===== src/rtl/sqrt_rr_scheduler.sv =====
// rtl/sqrt_rr_scheduler.sv - round-robin shared bit-serial integer square root; SQRT_RR_SCHEDULER_REM_EN adds rsp_rem
module sqrt_rr_scheduler #(
    parameter int NREQ  = 4,
    parameter int WIDTH = 16,
    parameter int IDW   = $clog2(NREQ)
) (
    input  logic                  clk,
    input  logic                  rst_n,
    input  logic [NREQ-1:0]       req_valid,
    input  logic [NREQ*WIDTH-1:0] req_data,
    output logic [NREQ-1:0]       req_ready,
    output logic                  rsp_valid,
    input  logic                  rsp_ready,
    output logic [WIDTH/2-1:0]    rsp_root,
    output logic [IDW-1:0]        rsp_id,
    output logic                  rsp_exact,
`ifdef SQRT_RR_SCHEDULER_REM_EN
    output logic [WIDTH/2:0]      rsp_rem,
`endif
    output logic                  busy
);

    localparam int RW = WIDTH / 2;
    // Bit-index counter needs at least one bit even when RW == 1.
    localparam int BW = (RW > 1) ? $clog2(RW) : 1;

    localparam logic [1:0] ST_IDLE = 2'd0;
    localparam logic [1:0] ST_CALC = 2'd1;
    localparam logic [1:0] ST_DONE = 2'd2;

    logic [1:0]       state;
    logic [IDW-1:0]   ptr;
    logic [WIDTH-1:0] opnd;
    logic [RW-1:0]    root;
    logic [BW-1:0]    bitk;

    logic [NREQ-1:0]  gnt;
    logic [IDW-1:0]   gnt_idx;
    logic [IDW-1:0]   cand;
    logic             found;
    logic             accept;

    logic [RW-1:0]    mask;
    logic [RW-1:0]    trial;
    logic [WIDTH-1:0] trial_w;
    logic [WIDTH-1:0] trial_sq;
    logic [RW-1:0]    root_nx;
    logic [WIDTH-1:0] root_nx_w;
    logic [WIDTH-1:0] root_sq;

    // Round-robin search: first valid requester strictly after the last one served.
    always_comb begin
        gnt     = '0;
        gnt_idx = '0;
        cand    = '0;
        found   = 1'b0;
        for (int off = 1; off <= NREQ; off++) begin
            cand = IDW'((int'(ptr) + off) % NREQ);
            if (!found && req_valid[cand]) begin
                found        = 1'b1;
                gnt[cand]    = 1'b1;
                gnt_idx      = cand;
            end
        end
    end

    // Grants are only offered while idle and out of reset.
    assign req_ready = (state == ST_IDLE && rst_n) ? gnt : '0;
    assign accept    = |(req_valid & req_ready);
    assign busy      = (state == ST_CALC) || (state == ST_DONE);

    // One restoring-root step: keep bit k if the trial root squared still fits under n.
    // trial < 2^RW, so its square always fits in WIDTH bits.
    assign mask      = RW'(1) << bitk;
    assign trial     = root | mask;
    assign trial_w   = WIDTH'(trial);
    assign trial_sq  = trial_w * trial_w;
    assign root_nx   = (trial_sq <= opnd) ? trial : root;
    assign root_nx_w = WIDTH'(root_nx);
    assign root_sq   = root_nx_w * root_nx_w;

    // Arbitration, iteration and response-hold sequencing.
    always_ff @(posedge clk or negedge rst_n) begin
        if (!rst_n) begin
            state     <= ST_IDLE;
            ptr       <= IDW'(NREQ - 1);
            opnd      <= '0;
            root      <= '0;
            bitk      <= '0;
            rsp_valid <= 1'b0;
            rsp_root  <= '0;
            rsp_id    <= '0;
            rsp_exact <= 1'b0;
`ifdef SQRT_RR_SCHEDULER_REM_EN
            rsp_rem   <= '0;
`endif
        end else begin
            case (state)
                ST_IDLE: begin
                    if (accept) begin
                        opnd   <= req_data[int'(gnt_idx)*WIDTH +: WIDTH];
                        rsp_id <= gnt_idx;
                        ptr    <= gnt_idx;
                        root   <= '0;
                        bitk   <= BW'(RW - 1);
                        state  <= ST_CALC;
                    end
                end
                ST_CALC: begin
                    root <= root_nx;
                    if (bitk == '0) begin
                        state     <= ST_DONE;
                        rsp_valid <= 1'b1;
                        rsp_root  <= root_nx;
                        rsp_exact <= (root_sq == opnd);
`ifdef SQRT_RR_SCHEDULER_REM_EN
                        rsp_rem   <= (RW+1)'(opnd - root_sq);
`endif
                    end else begin
                        bitk <= bitk - 1'b1;
                    end
                end
                ST_DONE: begin
                    // Returning to IDLE here means the next grant appears one cycle later.
                    if (rsp_ready) begin
                        rsp_valid <= 1'b0;
                        state     <= ST_IDLE;
                    end
                end
                default: begin
                    state <= ST_IDLE;
                end
            endcase
        end
    end

endmodule


===== config.mk =====
export PLATFORM = sky130hd
export DESIGN_NAME = sqrt_rr_scheduler
export DESIGN_NICKNAME = d
export VERILOG_FILES = /design/src/rtl/sqrt_rr_scheduler.sv
export SDC_FILE = /design/constraint.sdc
export NUM_CORES = 1
export LEC_CHECK = 0
export CORE_MARGIN = 2
export CORE_UTILIZATION = 35
export CTS_CLUSTER_DIAMETER = 60
export DETAILED_ROUTE_END_ITERATION = 6
export PLACE_DENSITY = 0.56
export REMOVE_ABC_BUFFERS = 1
export SYNTH_ARGS = -nofsm -noshare
export SYNTH_HDL_FRONTEND = slang
export SYNTH_SLANG_ARGS = --single-unit

===== constraint.sdc =====
create_clock -name clk -period 33 [get_ports clk]
set_clock_uncertainty 0.05 [all_clocks]
set_input_delay 3.3 -clock clk [delete_from_list [all_inputs] [get_ports clk]]
set_output_delay 3.3 -clock clk [all_outputs]
set_load 0.03 [all_outputs]

==> results of run 1 <==
## through the flow
step | util [%] | setup WS (ns)
after global routing | 42.6 | 19.97
after global placement | 41.8 | 21.19
after detailed placement | 41.8 | 21.05
final | 42.6 | 20.92
after CTS | 42.6 | 20.98
after floorplan | - | 22.27
## sequential cells by signal (all words and copies together), names as in the netlist
| register | flops |
|---|---|
| opnd | 16 |
| root | 8 |
| rsp_root | 8 |
| bitk | 3 |
| ptr | 2 |
| rsp_id | 2 |
| state | 2 |
| rsp_exact | 1 |
| rsp_valid | 1 |
## area by class of cell
| class | count | area, sq um | area share [%] |
|---|---|---|---|
| Timing Repair Buffer | 94 | 918 | 11.5 |
| Clock inverter | 2 | 12.5 | 0.157 |
| Sequential cell | 43 | 1080 | 13.5 |
| Clock buffer | 6 | 129 | 1.61 |
| Multi-Input combinational cell | 621 | 5110 | 64.0 |
| Inverter | 118 | 443 | 5.55 |
| Tap cell | 234 | 293 | 3.67 |
## layer usage
layer / global-route usage [%] / vias to the layer above / part of all wire [%]
li1: - / 2881 / -
met1: 26.9 / 2624 / 51
met2: 26.0 / 161 / 42
met3: 3.09 / 26 / 4.9
met4: 4.38 / 0 / 2.2
met5: 0 / - / 0
## power by group
group / leakage [nW] / internal (mW) / switching [mW]
registers: 0.539 / 0.0734 / 0.0264
clock network: 0.0669 / 0.0280 / 0.0220
logic: 3.20 / 0.225 / 0.322
## critical path, delay by kind of cell, from the launching register on
kind	cells	cell delay, ns
compound gates	12	3.17
xor+xnor	2	0.28
fa+ha+maj	12	4.80
buf+inv	8	0.79
flops	1	0.44
simple gates	10	2.46
## cells by family (layout without fill, tap and decap cells)
kind of cell | Yosys count | in the layout | share of synthesized area, %
flops | 43 | 43 | 16.0
buf+inv | 143 | 220 | 8.43
mux | 43 | 43 | 7.30
fa+ha+maj | 135 | 135 | 30.3
xor+xnor | 47 | 47 | 6.11
simple gates | 213 | 213 | 14.9
compound gates | 183 | 183 | 16.9
## cell usage in the layout, fill, tap and decap left out, types with 4 or more instances in the layout
cell type	instances
or2_2	11
inv_1	115
a22o_1	4
clkdlybuf4s50_1	86
nand2_1	81
o21ai_0	47
nor2b_1	9
nor3_1	11
nor2_1	63
o21ai_1	17
dfrtp_1	41
buf_4	7
mux2i_1	21
nand3b_1	5
ha_1	88
fa_1	47
mux2_2	19
xnor2_1	32
nor4_1	4
nand2b_1	5
nand4_1	6
a31oi_1	8
o21a_1	7
clkbuf_16	5
xor2_1	15
a21oi_1	49
a21o_1	9
## final timing paths
kind                                         start                 endpoint  slack, ns  cells after the start
max reg2reg                    bitk[0]$_DFFE_PN0P_    rsp_exact$_DFFE_PN0P_      20.92                     44
max                            bitk[0]$_DFFE_PN0P_    rsp_exact$_DFFE_PN0P_      20.92                     44
min reg2reg                rsp_root[3]$_DFFE_PN0P_  rsp_root[3]$_DFFE_PN0P_       0.43                      2
min                        rsp_root[3]$_DFFE_PN0P_  rsp_root[3]$_DFFE_PN0P_       0.43                      2
min in group asynchronous                    rst_n      root[4]$_DFFE_PN0P_       3.04                      2
max in group asynchronous                    rst_n     opnd[10]$_DFFE_PN0P_      29.44                      2
## synthesized netlist by cell type (4+ instances only)
library cell	instances
a31oi_1	8
nand4_1	6
nand2_1	81
a22o_1	4
nor4_1	4
nand2b_1	5
buf_4	6
xor2_1	15
nand3b_1	5
mux2i_1	21
mux2_2	19
a21oi_1	49
o21ai_1	17
ha_1	88
nor2b_1	9
or2_2	11
dfrtp_1	41
nor3_1	11
xnor2_1	32
nor2_1	63
inv_1	115
a21o_1	9
clkbuf_1	12
o21a_1	7
fa_1	47
o21ai_0	47
buf_2	7
==> impl_metrics.py, run 1 <==
metrics = {
    "placement": {
        "gp_congestion": 0.880,
        "place_area_sq_mm": 0.00785,
        "place_inst": 1110,
        "hpwlAfterDp_microns": 14200,
        "io_buffers": 87,
    },
    "floorplanning": {
        "rows": 50,
        "ios": 88,
        "core_area_sq_mm": 0.0188,
        "dieHeight_microns": 143,
        "die-area_sq_mm": 0.0204,
        "initial_utilization_pct": 35.9,
        "dieWidth_microns": 143,
    },
    "sta": {
        "tightest_slew_ns": 0.871,
        "rsz0062_at_grt": "no",
        "slew_viol_final": 0,
        "fin_crit_sh_pct": 36.6,
        "timing.slew.headroom_pct": 41.3,
        "period_needed_ns": 12.08,
        "setup_tns_ns": 0,
        "fin_hold_ws_ns": 0.425,
        "fmax_mhz": 82.8,
        "finalSetupViolCount": 0,
        "hold_viol": 0,
    },
    "hold_path": {
        "hp-class": "flip-flop to flip-flop",
    },
    "synthesis": {
        "synth-edff-count": 0,
        "synth_area_sq_mm": 0.00674,
        "synth-main-ff-cell": "dfrtp_1",
        "ys_ff_latch": 43,
        "syn_area_per_cell_sq_um": 8.35,
        "yosys-top-cells-area": "ha_1 16%, dfrtp_1 15%, fa_1 14%",
        "synthArstFlopShare_pct": 100,
        "yosys.area.top_type_share_pct": 16.3,
        "yosysTopAreaCell": "ha_1",
        "yosysWarnings": 0,
        "synth_seq_area_share_pct": 16.0,
        "synthCells": 807,
        "ys_types": 69,
    },
    "worst_setup_path": {
        "cp-end-kind": "flip-flop",
        "critPathSlowestCell": "fa_1",
        "cp-start-kind": "flip-flop",
        "crit_arrival_ns": 12.22,
        "max_stage_delay_ns": 0.55,
        "crit_path_frequent_cell": "inv_1",
        "path_class": "flip-flop to flip-flop",
        "crit_fanout": 12,
        "crit_required_ns": 33.14,
    },
    "cells_and_area": {
        "final_area_sq_mm": 0.00799,
        "diodes": 0,
        "area_delta_synth_final_pct": 18.6,
        "final_cells": 1118,
        "nets": 1089,
        "drive_gt1_share_pct": 6.67,
        "fillers": 1905,
    },
    "global_route": {
        "grt_pass1_vias": 5683,
        "grt_pass1_wl_microns": 29000,
        "grt_max_degree": 49,
        "antenna_found_initial": 0,
        "overflow": 0,
        "grt_use_total_pct": 17.8,
    },
    "drt": {
        "avgViaCountPerCell": 5.09,
        "drc": 0,
        "totalWireLength_microns": 17200,
        "wl_per_cell_microns": 15.4,
        "ant_nets": 0,
        "first_pass_iters": 5,
        "drt_iter0_drc": 353,
        "vias": 5692,
    },
    "power": {
        "finalPower_uw": 697,
        "ir_drop_mv": 0.0547,
        "p_per_area_mw_per_mm2": 87.2,
        "leakage_nw": 3.81,
    },
    "clock_tree": {
        "h-tree-depth": 2,
        "tritoncts": "built",
        "cts_inserted_buffers": 5,
        "post_cts_buffers": 0,
        "clk_pin_slew_ns": 0.07,
        "worstSkewPairLatency_ns": 0.29,
        "ctsResizeCount": 0,
        "clock_sinks": 43,
        "postCtsHoldBufs": 0,
        "cts-root-buf": "clkbuf_16",
        "clockBufferDepth": 2,
    },
    "outcome": {
        "status": "completed",
    },
    "run": {
        "drv_cap": 0,
    },
}
(Power assumes the default switching activity.)
==> run 2, diff against run 1 <==
==> constraint.sdc (replaced) <==
create_clock -name clk -period 12 [get_ports clk]
set_clock_uncertainty 0.05 [all_clocks]
set_input_delay 1.2 -clock clk [delete_from_list [all_inputs] [get_ports clk]]
set_output_delay 1.2 -clock clk [all_outputs]
set_load 0.03 [all_outputs]
==> run 2 against run 1 <==
Effect of this change:
- combinational power rose to 2.8 times the previous value
- critical path type unchanged
- largest cell class unchanged
- cell count increased by 0.63%
- sequential share of layout area down 0.16 points
- total power rose to 2.8 times the previous value
- fmax up 7.4%
- wire length decreased by 0.69%
- worst hold slack improved by 0.0020 ns
- die area did not move
- cell area up 1.2%
- clock power grew to 2.7 times the previous value
==> impl_metrics.py, run 2 (synthesized netlist as in run 1, its figures left out) <==
metrics = {
    "power": {
        "leakage_nw": 3.85,
        "ir_drop_mv": 0.138,
        "finalPower_mw": 1.96,
        "p_per_area_mw_per_mm2": 242,
    },
    "clock_tree": {
        "clock_sinks": 43,
        "h-tree-depth": 2,
        "clockBufferDepth": 2,
        "cts_inserted_buffers": 5,
        "cts-root-buf": "clkbuf_16",
        "tritoncts": "built",
        "worstSkewPairLatency_ns": 0.29,
        "clk_pin_slew_ns": 0.06,
        "post_cts_buffers": 0,
    },
    "cells_and_area": {
        "final_cell_mix": "115 x inv_1, 88 x ha_1, 86 x clkdlybuf4s50_1",
        "drive_gt1_share_pct": 8.19,
        "regMostFlops": "opnd",
        "final_area_sq_mm": 0.00809,
        "top_regs": "opnd: 16 flops, root: 8 flops, rsp_root: 8 flops",
        "final_common_cell": "inv_1",
        "area_delta_synth_final_pct": 20.0,
        "largest_register_ffs": 16,
        "diodes": 0,
        "nets": 1096,
    },
    "floorplanning": {
        "ios": 88,
        "die-area_sq_mm": 0.0204,
        "rows": 50,
        "dieWidth_microns": 143,
        "dieHeight_microns": 143,
        "core_area_sq_mm": 0.0188,
        "initial_utilization_pct": 35.9,
    },
    "sta": {
        "setup_tns_ns": 0,
        "fin_hold_ws_ns": 0.427,
        "fin_crit_sh_pct": 93.8,
        "fmax_mhz": 88.9,
        "slew_viol_final": 0,
        "fin_ws_ns": 0.750,
        "tightest_slew_ns": 0.785,
        "hold_viol": 0,
        "finalSetupViolCount": 0,
        "period_needed_ns": 11.25,
        "timing.slew.headroom_pct": 47.5,
    },
    "worst_setup_path": {
        "cp-start-kind": "flip-flop",
        "crit_fanout": 12,
        "path_class": "flip-flop to flip-flop",
        "rrSetupSlack_ns": 0.75,
        "crit_arrival_ns": 11.40,
        "critPathSlowestCell": "a21oi_1",
        "r2r_end": "rsp_exact$_DFFE_PN0P_",
        "r2r_cells": 37,
        "crit_required_ns": 12.15,
        "cp-end-kind": "flip-flop",
        "rr_startpoint": "bitk[0]$_DFFE_PN0P_",
        "crit_path_frequent_cell": "fa_1",
        "max_stage_delay_ns": 0.64,
    },
    "drt": {
        "drt_iter0_drc": 287,
        "drc": 0,
        "wl_per_cell_microns": 15.2,
        "ant_nets": 0,
        "avgViaCountPerCell": 5.05,
        "first_pass_iters": 5,
        "vias": 5679,
        "totalWireLength_microns": 17100,
    },
    "hold_path": {
        "worstHoldEndpoint": "rsp_root[3]$_DFFE_PN0P_",
        "whs_path_depth": 2,
        "hp-class": "flip-flop to flip-flop",
        "hp-start": "rsp_root[3]$_DFFE_PN0P_",
    },
    "global_route": {
        "grt_pass1_vias": 5701,
        "grt_pass1_wl_microns": 28900,
        "grt_max_degree": 49,
        "antenna_found_initial": 0,
        "grt_use_total_pct": 17.8,
        "overflow": 0,
    },
    "placement": {
        "gp_congestion": 0.905,
        "place_area_sq_mm": 0.00790,
        "io_buffers": 87,
        "dpl_worst_slack_ns": 0.189,
        "hpwlAfterDp_microns": 14200,
    },
    "outcome": {
        "status": "completed",
    },
    "run": {
        "drv_cap": 0,
    },
}
==> run 2: worst max-delay path by stage <==
| stage | startpoint | slack [ns] | to | depth (start not counted) |
|---|---|---|---|---|
| 5_1_grt | bitk[1]$_DFFE_PN0P_ | -0.01 | rsp_exact$_DFFE_PN0P_ | 38 |
| 3_3_place_gp | bitk[0]$_DFFE_PN0P_ | 0.33 | rsp_exact$_DFFE_PN0P_ | 41 |
| 2_1_floorplan | bitk[0]$_DFFE_PN0P_ | 1.27 | rsp_exact$_DFFE_PN0P_ | 39 |
| 3_5_place_dp | bitk[0]$_DFFE_PN0P_ | 0.19 | rsp_exact$_DFFE_PN0P_ | 41 |
| 4_1_cts | bitk[0]$_DFFE_PN0P_ | 0.12 | rsp_exact$_DFFE_PN0P_ | 41 |
| 6_report | bitk[0]$_DFFE_PN0P_ | 0.75 | rsp_exact$_DFFE_PN0P_ | 37 |
==> run 2: final cells by class <==
type                       instances  area [sq um]
fill                            1895         10700
sequential                        43          1080
clock inverter                     1          5.00
clock buffer                       7           133
timing repair buffer             101           971
multi-input combinational        621          5160
inverter                         118           443
tap                              234           293
==> run 2: critical path, delay by kind of cell, from the launching register on <==
kind	cells	cell delay [ns]
buf+inv	5	0.39
flops	1	0.42
fa+ha+maj	12	5.26
simple gates	6	1.48
compound gates	12	3.27
xor+xnor	2	0.30
==> run 2: report_power, final <==
part,total (mW),switching [mW],internal (mW)
combinational,1.55,0.901,0.647
sequential,0.275,0.0732,0.202
clock,0.134,0.0572,0.0770
==> run 2: metal layers <==
| metal | routed length (microns) | vias to the layer above | GRT usage [%] |
|---|---|---|---|
| met3 | 795 | 22 | 3.22 |
| met2 | 7300 | 151 | 27.5 |
| met1 | 8760 | 2599 | 26.1 |
| met4 | 250 | 0 | 3.18 |
| met5 | 0 | - | 0 |
| li1 | - | 2907 | - |
==> run 2: per-stage QoR <==
step,utilization (%),instances
after floorplan,-,782
after global placement,42.1,1117
after detailed placement,42.1,1117
after CTS,42.8,1125
after global routing,43.1,1125
final,43.1,1125
==> run 2: what timing repair did <==
| action | 4_1_cts | 5_1_grt |
|---|---|---|
| gates resized for setup | 0 | 14 |
| hold buffers | 0 | 0 |
| setup endpoints to repair | 0 | 1 |
